**src/rtl/pc_sequencer_pkg.sv**
```systemverilog
// Shared PC-select encoding and the branch displacement helper for the PC sequencer.
// Combinational only; no latency or backpressure of its own.
package pc_pkg;

    localparam int PC_MAX_W = 64;

    typedef enum logic [2:0] {
        PC_SEQ,
        PC_BR,
        PC_CALL,
        PC_RET,
        PC_REDIR,
        PC_HOLD
    } pc_sel_e;

    // Word offset -> signed byte displacement: bits above ofs_w+1 take the sign.
    function automatic logic [PC_MAX_W-1:0] ofs_extend(
        input logic [PC_MAX_W-1:0] ofs,
        input logic                sgn,
        input int                  ofs_w
    );
        logic [PC_MAX_W-1:0] r;
        r = ofs << 2;
        for (int i = 0; i < PC_MAX_W; i++) begin
            if (i >= ofs_w + 2) r[i] = sgn;
        end
        return r;
    endfunction

endpackage

```
**src/rtl/pc_sequencer_if.sv**
```systemverilog
// Control/PC bundle between the front end (master) and the PC sequencer (slave).
// Wires only; stall is the sole hold mechanism, there is no ready handshake.
interface pc_sequencer_if #(
    parameter int WIDTH = 64,
    parameter int OFS_W = 26,
    parameter int DEPTH = 4
);
    localparam int CNT_W = $clog2(DEPTH + 1);

    logic             stall;
    logic             redirect;
    logic [WIDTH-1:0] redirect_pc;
    logic             br_taken;
    logic [OFS_W-1:0] br_offset;
    logic             call;
    logic             ret;
    logic [WIDTH-1:0] pc;
    logic [WIDTH-1:0] pc_prev;
    logic [CNT_W-1:0] ras_count;
    logic             ras_underflow;
    logic             ras_overflow;
    logic             sel_err;

    modport master (
        output stall, redirect, redirect_pc, br_taken, br_offset, call, ret,
        input  pc, pc_prev, ras_count, ras_underflow, ras_overflow, sel_err
    );

    modport slave (
        input  stall, redirect, redirect_pc, br_taken, br_offset, call, ret,
        output pc, pc_prev, ras_count, ras_underflow, ras_overflow, sel_err
    );

endinterface

```
**src/rtl/pc_sequencer_link_stack.sv**
```systemverilog
// Circular return-address stack; push overwrites the oldest entry when full.
// Pointer/count update and overflow/underflow pulses one clock after push/pop; no backpressure.
module link_stack #(
    parameter int WIDTH = 64,
    parameter int DEPTH = 4
) (
    input  logic                         clk,
    input  logic                         reset,
    input  logic                         push,
    input  logic                         pop,
    input  logic [WIDTH-1:0]             push_data,
    output logic [WIDTH-1:0]             top,
    output logic [$clog2(DEPTH+1)-1:0]   count,
    output logic                         overflow,
    output logic                         underflow
);
    localparam int PTR_W = $clog2(DEPTH);
    localparam int CNT_W = $clog2(DEPTH + 1);

    logic [WIDTH-1:0] mem [DEPTH];
    logic [PTR_W-1:0] wr_ptr;
    logic [PTR_W-1:0] top_ptr;
    logic             full;
    logic             empty;

    assign top_ptr = wr_ptr - PTR_W'(1);
    assign top     = mem[top_ptr];
    assign full    = (count == CNT_W'(DEPTH));
    assign empty   = (count == '0);

    always_ff @(posedge clk or posedge reset) begin
        if (reset) begin
            wr_ptr    <= '0;
            count     <= '0;
            overflow  <= 1'b0;
            underflow <= 1'b0;
        end else begin
            overflow  <= push & full;
            underflow <= pop & ~push & empty;
            if (push) begin
                // Pointer wraps onto the oldest slot; count saturates at DEPTH.
                wr_ptr <= wr_ptr + PTR_W'(1);
                if (!full) count <= count + CNT_W'(1);
            end else if (pop && !empty) begin
                wr_ptr <= top_ptr;
                count  <= count - CNT_W'(1);
            end
        end
    end

    always_ff @(posedge clk) begin
        if (push) mem[wr_ptr] <= push_data;
    end

endmodule

```
**src/rtl/pc_sequencer.sv**
```systemverilog
// Next-PC selector (redirect > stall > call/ret > branch > sequential) with link stack.
// Every selection lands on pc one clock later; stall holds pc, pc_prev and the stack.
module pc_sequencer
    import pc_pkg::*;
#(
    parameter int               WIDTH     = 64,
    parameter logic [WIDTH-1:0] RESET_VEC = '0,
    parameter int               INC       = 4,
    parameter int               OFS_W     = 26,
    parameter int               DEPTH     = 4
) (
    input  logic           clk,
    input  logic           reset,
    pc_sequencer_if.slave  bus
);
    localparam int CNT_W = $clog2(DEPTH + 1);

    pc_sel_e             sel;
    logic [PC_MAX_W-1:0] disp_full;
    logic [WIDTH-1:0]    br_tgt;
    logic [WIDTH-1:0]    link_pc;
    logic [WIDTH-1:0]    link_top;
    logic [WIDTH-1:0]    next_pc;
    logic [CNT_W-1:0]    stk_count;
    logic                stk_push;
    logic                stk_pop;

    always_comb begin
        sel = PC_SEQ;
        if (bus.redirect)      sel = PC_REDIR;
        else if (bus.stall)    sel = PC_HOLD;
        else if (bus.call)     sel = PC_CALL;
        else if (bus.ret)      sel = PC_RET;
        else if (bus.br_taken) sel = PC_BR;
    end

    assign disp_full = ofs_extend(PC_MAX_W'(bus.br_offset), bus.br_offset[OFS_W-1], OFS_W);
    assign br_tgt    = bus.pc + disp_full[WIDTH-1:0];
    assign link_pc   = bus.pc + WIDTH'(INC);
    assign stk_push  = (sel == PC_CALL);
    assign stk_pop   = (sel == PC_RET);

    always_comb begin
        next_pc = link_pc;
        case (sel)
            PC_REDIR:       next_pc = bus.redirect_pc;
            PC_HOLD:        next_pc = bus.pc;
            PC_CALL, PC_BR: next_pc = br_tgt;
            // Return on an empty stack restarts from the reset vector.
            PC_RET:         next_pc = (stk_count == '0) ? RESET_VEC : link_top;
            default:        next_pc = link_pc;
        endcase
    end

    link_stack #(
        .WIDTH (WIDTH),
        .DEPTH (DEPTH)
    ) u_ras (
        .clk       (clk),
        .reset     (reset),
        .push      (stk_push),
        .pop       (stk_pop),
        .push_data (link_pc),
        .top       (link_top),
        .count     (stk_count),
        .overflow  (bus.ras_overflow),
        .underflow (bus.ras_underflow)
    );

    assign bus.ras_count = stk_count;

    always_ff @(posedge clk or posedge reset) begin
        if (reset) begin
            bus.pc      <= RESET_VEC;
            bus.pc_prev <= RESET_VEC;
            bus.sel_err <= 1'b0;
        end else begin
            bus.sel_err <= (sel == PC_CALL) & bus.ret;
            if (sel != PC_HOLD) begin
                bus.pc      <= next_pc;
                bus.pc_prev <= bus.pc;
            end
        end
    end

endmodule

```
**src/flat_wrapper.sv**
```systemverilog
// flat-port wrapper written by rule: the top's interface ports become plain ports
module pc_sequencer_flat import pc_pkg::*;
#(
    parameter int               WIDTH     = 64,
    parameter logic [WIDTH-1:0] RESET_VEC = '0,
    parameter int               INC       = 4,
    parameter int               OFS_W     = 26,
    parameter int               DEPTH     = 4
)
  (clk, reset, bus_stall, bus_redirect, bus_redirect_pc, bus_br_taken, bus_br_offset, bus_call, bus_ret, bus_pc, bus_pc_prev, bus_ras_count, bus_ras_underflow, bus_ras_overflow, bus_sel_err);
  pc_sequencer_if #(.WIDTH(WIDTH), .OFS_W(OFS_W), .DEPTH(DEPTH)) bus_i ();
  input  logic clk;
  input  logic reset;
  input wire logic [$bits(bus_i.stall)-1:0] bus_stall;
  input wire logic [$bits(bus_i.redirect)-1:0] bus_redirect;
  input wire logic [$bits(bus_i.redirect_pc)-1:0] bus_redirect_pc;
  input wire logic [$bits(bus_i.br_taken)-1:0] bus_br_taken;
  input wire logic [$bits(bus_i.br_offset)-1:0] bus_br_offset;
  input wire logic [$bits(bus_i.call)-1:0] bus_call;
  input wire logic [$bits(bus_i.ret)-1:0] bus_ret;
  output wire logic [$bits(bus_i.pc)-1:0] bus_pc;
  output wire logic [$bits(bus_i.pc_prev)-1:0] bus_pc_prev;
  output wire logic [$bits(bus_i.ras_count)-1:0] bus_ras_count;
  output wire logic [$bits(bus_i.ras_underflow)-1:0] bus_ras_underflow;
  output wire logic [$bits(bus_i.ras_overflow)-1:0] bus_ras_overflow;
  output wire logic [$bits(bus_i.sel_err)-1:0] bus_sel_err;
  assign bus_i.stall = bus_stall;
  assign bus_i.redirect = bus_redirect;
  assign bus_i.redirect_pc = bus_redirect_pc;
  assign bus_i.br_taken = bus_br_taken;
  assign bus_i.br_offset = bus_br_offset;
  assign bus_i.call = bus_call;
  assign bus_i.ret = bus_ret;
  assign bus_pc = bus_i.pc;
  assign bus_pc_prev = bus_i.pc_prev;
  assign bus_ras_count = bus_i.ras_count;
  assign bus_ras_underflow = bus_i.ras_underflow;
  assign bus_ras_overflow = bus_i.ras_overflow;
  assign bus_sel_err = bus_i.sel_err;
  pc_sequencer #(.WIDTH(WIDTH), .RESET_VEC(RESET_VEC), .INC(INC), .OFS_W(OFS_W), .DEPTH(DEPTH)) u_core (.clk(clk), .reset(reset), .bus(bus_i));
endmodule
```
**config.mk**
```make
export PLATFORM = sky130hd
export DESIGN_NAME = pc_sequencer_flat
export DESIGN_NICKNAME = d
export VERILOG_FILES = /design/src/rtl/pc_sequencer_pkg.sv /design/src/rtl/pc_sequencer_if.sv /design/src/rtl/pc_sequencer_link_stack.sv /design/src/rtl/pc_sequencer.sv /design/src/flat_wrapper.sv
export SDC_FILE = /design/constraint.sdc
export NUM_CORES = 1
export LEC_CHECK = 0
export CORE_MARGIN = 2
export CORE_UTILIZATION = 50
export CTS_BUF_LIST = sky130_fd_sc_hd__clkbuf_2
export DETAILED_ROUTE_END_ITERATION = 10
export GPL_TIMING_DRIVEN = 0
export HOLD_SLACK_MARGIN = 0.1
export PLACE_DENSITY_LB_ADDON = 0.3
export REMOVE_ABC_BUFFERS = 1
export SKIP_LAST_GASP = 1
export SLEW_MARGIN = 5
export SYNTH_ARGS = -nofsm -noshare
export SYNTH_HDL_FRONTEND = slang
export SYNTH_HIERARCHICAL = 1
export SYNTH_SLANG_ARGS = --single-unit
```
**constraint.sdc**
```tcl
create_clock -name clk -period 3.9 [get_ports clk]
set_clock_uncertainty 0.15 [all_clocks]
set_input_delay 0.39 -clock clk [delete_from_list [all_inputs] [get_ports clk]]
set_output_delay 0.39 -clock clk [all_outputs]
set_load 0.01 [all_outputs]
```
-- Yosys cells after proc, flatten, opt, wreduce, memory -nomap -nowiden
Memory sizes are Yosys's and may differ from the RTL's.
Cells that the tools add are included.
- add/subtract/negate cells: 6
- multiply operators: 0
- div/mod/pow operators: 0
- magnitude comparators: 0
- equal/unequal tests: 8
- shift operators: 0
- multiplexer cells: 14
- bitwise logic cells: 6
- reductions and logical operators: 7
- operators with widths (cell ; count):
    case mux 64 bit (4 select lines) ; 1
    adder 64 x 3 -> 64 bit (second input constant) ; 1
    adder 64 bit ; 1
    2-to-1 mux 64 bit ; 1
    2-to-1 mux 3 bit ; 7
    == test 3 bit (second input constant) ; 3
    == test 3 x 2 -> 1 bit (second input constant) ; 2
    bitwise AND 1 bit ; 4
    2-to-1 mux 2 bit ; 2
    AND reduction 2 bit ; 2
    adder 3 x 1 -> 3 bit (second input constant) ; 1
    == test 3 x 1 -> 1 bit (second input constant) ; 1
    zero test 3 bit ; 1
    2-to-1 mux 1 bit ; 3
    inequality test 3 bit (second input constant) ; 1
    subtractor 3 x 1 -> 3 bit (second input constant) ; 1
    adder 2 x 1 -> 2 bit (second input constant) ; 1
    inequality test 2 bit (second input constant) ; 1
    inverter 1 bit ; 2
    nonzero test 2 bit ; 1
    OR reduction 2 bit ; 1
    subtractor 2 x 1 -> 2 bit (second input constant) ; 1
    logical AND 1 bit ; 1
    zero test 1 bit ; 1
- bits in registers: 136
- latch bits: 0
- memory bits (writable): 256
- ROM bits: 0
- input bits: 97
- output and inout bits: 134
- word-level logic and storage cells: 49
- memories kept: 1
- memory list (name ; depth ; bits a word ; read ports ; clocked after Yosys merged registers in ; wr ports ; line ; RTL):
    u_core.u_ras.mem ; 4 ; 64 ; 1 ; 0 ; 1 ; pc_sequencer_link_stack.sv:20 ; logic [WIDTH-1:0] mem [DEPTH];

-- Depth between registers and ports, before layout
- depth in word-level cells: 9
- depth in mapped cells: 13
- depth with buffers taken out: 13

-- By module
The synthesis kept the hierarchy.
- modules (own cells, without submodules) (module ; instances ; cells each ; area each (µm²) ; seq. area each (µm²)):
    pc_sequencer ; 1 ; 1446 ; 11219.5 ; 3228.1
    link_stack ; 1 ; 381 ; 9670.5 ; 7862.5

-- Worst setup path before layout
No wires, ideal clock.
- path type: register -> register
- from: register u_core.bus.pc[34]
- to: register u_core.bus.pc[63]
- setup time: 0.126 ns
- arrival time: 3.006 ns
- data required time: 3.624 ns
- slack: 0.617 ns
- stages on the path, launching flop included: 12
- buffers on the path: 1
- period minus slack after synthesis: 3.283 ns
- path through: dfrtp_1 > ha_1 > buf_6 > a21oi_1 > o21ai_0 > or2_2 > o31a_4 > a31o_4 > and3_4 > o21ai_2 > mux2_4 > a311o_1
- cells in the longest elaborated chain, start to end: 2
- elaborated cells between the ends (all ways): 3
- those cells by class: 2 x add/sub; 1 x mux
- RTL lines (item ; line ; RTL):
    start: declaration ; pc_sequencer_if.sv:31 ; output pc, pc_prev, ras_count, ras_underflow, ras_overflow, sel_err
    start signal: assignment ; pc_sequencer.sv:80 ; bus.pc <= next_pc;
    adder 64 x 3 -> 64 bit or adder 64 bit (tied branches) ; pc_sequencer.sv:39, pc_sequencer.sv:38 ;
    case mux 64 bit (4 select lines) (*) ; pc_sequencer.sv:45 ; case (sel)
Every way passes the cells marked *; elsewhere a longest branch is shown, timed or not.
A chain may end at the register's enable or synchronous reset.

-- Final worst setup path
- from: register u_core.bus.pc[5]
- to: register u_core.bus.pc[33]
The elaborated chain is that of the path after synthesis.

==> flow_summary_export.csv <==
group,metric,value,unit
die,initial_core_util,50.9,%
place,gp_congestion,0.881,
power,power.density,563,nW/um^2
clock_tree,max-clock-path-buffers,3,
clock_tree,cts_tree,"built",
die,dieHeight,208,microns
grt,antenna_found_initial,1,
sta,slew_violations,0,
sta,worst_slew_pin_slew,1.01,ns
power,ir_worst_vdd,0.442,mV
place,place_area,24000,sq um
die,dieWidth,208,microns
synth,synth_compound_area_share,15.3,%
clock_tree,numCtsBuffers,103,
die,num_rows,74,
layout,drive_above_1_share,14.0,%
layout,nets,2311,
synth,synth_mux_area_share,7.16,%
synth,netlist_area,20900,sq um
power,power_frac_clock,21.4,%
power,switching_share,36.9,%
synth,synthAdderAreaFrac,4.14,%
synth,synth_enable_flop_cells,256,
power,p_seq_share,39.6,%
sta,finalHoldViolCount,0,
routing,ant_nets,0,
synth,synth-xor-area-share,4.65,%
grt,grt_usage,28.1,%
routing,wire_per_inst,22.1,microns
sta,finalCriticalPeriod,3.80,ns
worst_setup_path,critPathLaunchType,"flip-flop",
sta,fin_crit_sh,97.5,%
synth,synth_seq_cells,392,
routing,wirelength,61200,microns
hold_path,hp-class,"input port to flip-flop",
worst_setup_path,rrSetupSlack,0.1,ns
layout,layout_commonest_cell,"nand2_1",
routing,first_pass_iters,7,
outcome,status,"finished clean",
clock_tree,clk_pin_slew,0.11,ns
worst_setup_path,path_max_fanout,9,
sta,fmax,0.263,GHz
grt,globalRouteOverflowTotal,0,
worst_setup_path,worstPathArrival,4.59,ns
sta,grt_setup_unrepaired,"true",
power,combPwrFrac,38.9,%
worst_setup_path,worst_ep_required_time,4.69,ns
flow_run,maxCapViolCount,0,
layout,fillers,3334,
grt,grt_max_degree,75,
synth,yosys.area_share.simple,12.5,%
clock_tree,cts_setup_buffers,0,
routing,drcViolationCount,0,
worst_setup_path,criticalPathCategory,"flip-flop to flip-flop",
layout,layout_common_cells,"nand2_1, edfxtp_1, clkdlybuf4s50_1, clkbuf_2, dfrtp_1",
routing,routed_via_density,6.06,
sta,setup-violations-final,0,
power,intPower,9.17,mW
synth,yosysWarnings,6,
synth,netlist_instances,1827,
place,dp_hpwl,40000,microns
grt,grt_pass1_wl,94300,microns
die,core_area,41000,sq um
layout,fin_util,62.9,%
synth,synthArstFlopShare,34.7,%
synth,synth_cell_types,83,
clock_tree,root_buffer,"clkbuf_2",
sta,max_slew_margin,32.3,%
place,placement.io_buffers,230,
die,fp.dieArea,43400,sq um
grt,grt_pass1_vias,16900,
routing,vias,16800,
synth,synth_top_family_by_area,"compound AO/OA/AOI/OAI gates",
layout,final_area,25800,sq um
routing,drt-initial-drc-count,1292,
die,num_io_pins,231,
power,power.leakage,10.1,nW
clock_tree,clock_latency,1.07,ns
layout,areaGrowthSynthToFinish,23.5,%
synth,yosysSeqAreaShare,53.1,%
clock_tree,h-tree-depth,3,
power,p_switching,5.36,mW
clock_tree,clock-sinks,392,
synth,avgSynthCellArea,11.4,sq um
worst_setup_path,worst_setup_path_end_kind,"flip-flop",
synth,yosys_most_used_dff,"edfxtp_1",
critical path: stages (launching register included):
cell and delay (ns):
dfrtp_1 0.52, ha_1 0.39, a21o_1 0.18, a21oi_1 0.31, a21boi_2 0.15, a221oi_2 0.54
o31a_1 0.27, o21a_2 0.23, o21ai_0 0.22, xor2_1 0.23, a222oi_1 0.36, a21oi_1 0.13
cell usage after synthesis, drive strengths merged, types with 13 or more instances:
library cell	count	area share, %
nor3	24	0.68
mux4	64	6.9
a21oi	116	2.8
nor2	97	1.8
dfrtp	136	16
and2	14	0.42
o22ai	19	0.57
and3	31	1.0
ha	66	4.0
clkbuf	72	1.3
a222oi	23	1.1
a221oi	29	1.2
xor2	49	2.1
xnor2	62	2.6
a221o	14	0.67
o21a	13	0.47
nand3	48	1.2
buf	43	1.2
inv	34	0.61
nand4	24	0.79
a21o	42	1.5
edfxtp	256	37
nand2	284	5.1
o21ai	125	3.0
stage by stage:
step	cells	setup slack (ns)	total power, mW	TNS (ns)	hold WS (ns)
floorplan	1712	-2.48	9.34	-502.85	0.0434
finish	2768	0.0977	14.5	0	0.217
global route	2768	-0.0146	15.4	-0.0146	0.199
detailed placement	2498	-0.412	11.4	-2.86	0.305
global placement	2474	-12.04	11.1	-2504.14	0.298
CTS	2767	0.0434	14.6	0	0.124
power groups by stage:
stage / logic (mW) / registers (mW) / clock network, mW
2_1_floorplan: 3.46 / 5.88 / 0
3_3_place_gp: 5.16 / 5.95 / 0
3_5_place_dp: 5.52 / 5.85 / 0
4_1_cts: 5.62 / 5.76 / 3.20
5_1_grt: 6.08 / 5.84 / 3.42
6_report: 5.66 / 5.76 / 3.11
cell type report:
class | count | area, sq um | share of cell area (%)
Clock buffer | 156 | 781 | 3.03
Timing Repair Buffer | 329 | 3600 | 14.0
Inverter | 34 | 135 | 0.524
Sequential cell | 392 | 11100 | 43.0
Multi-Input combinational cell | 1286 | 9240 | 35.8
Antenna cell | 1 | 2.50 | 0.00970
Tap cell | 532 | 666 | 2.58
Clock inverter | 38 | 273 | 1.06
sequential cells by signal, summed over array words and instances, names as in the netlist:
signal / count
u_core/u_ras/overflow: 1
u_core/u_ras/mem: 256
u_core/u_ras/count: 3
u_core/bus.pc_prev: 64
u_core/u_ras/underflow: 1
u_core/bus.pc: 64
u_core/u_ras/wr_ptr: 2
u_core/bus.sel_err: 1
kinds of logic (layout without fill, tap and decap cells):
| kind of cell | Yosys count | count (layout) |
|---|---|---|
| AO/OA/AOI/OAI | 474 | 474 |
| XOR/XNOR | 111 | 111 |
| adder cells (fa/ha/maj) | 68 | 68 |
| buffers and inverters | 149 | 557 |
| flip-flops | 392 | 392 |
| multiplexers | 69 | 69 |
| other | 0 | 1 |
| AND/OR/NAND/NOR | 564 | 564 |
path summary, 6_finish.rpt:
| check | from | endpoint | cells after the start |
|---|---|---|---|
| setup reg to reg | u_core/bus.pc[5]$_DFFE_PP0P_ | u_core/bus.pc[33]$_DFFE_PP0P_ | 11 |
| setup / recovery | u_core/bus.pc[5]$_DFFE_PP0P_ | u_core/bus.pc[33]$_DFFE_PP0P_ | 11 |
| min in group asynchronous | reset | u_core/u_ras/overflow$_DFF_PP0_ | 4 |
| max in group asynchronous | reset | u_core/bus.pc[2]$_DFFE_PP0P_ | 5 |
| hold / removal | bus_redirect_pc[41] | u_core/bus.pc[41]$_DFFE_PP0P_ | 5 |
| hold reg to reg | u_core/bus.pc_prev[34]$_DFFE_PP0P_ | u_core/bus.pc_prev[34]$_DFFE_PP0P_ | 2 |
per-layer routing:
metal | up-vias | GRT usage [%] | wire length [microns]
li1 | 7617 | - | -
met1 | 8305 | 36.3 | 25000
met2 | 717 | 46.8 | 30000
met3 | 123 | 5.07 | 4420
met4 | 0 | 11.6 | 1770
met5 | - | 0 | 0
repair_timing:
item                                    4_1_cts  5_1_grt
hold buffers                                 75        0
pin swaps                                     0        0
hold endpoints to repair                    235        0
endpoints found under the setup margin        4        6
resized for setup                             3        2
Power figures use the tool's default switching activity.
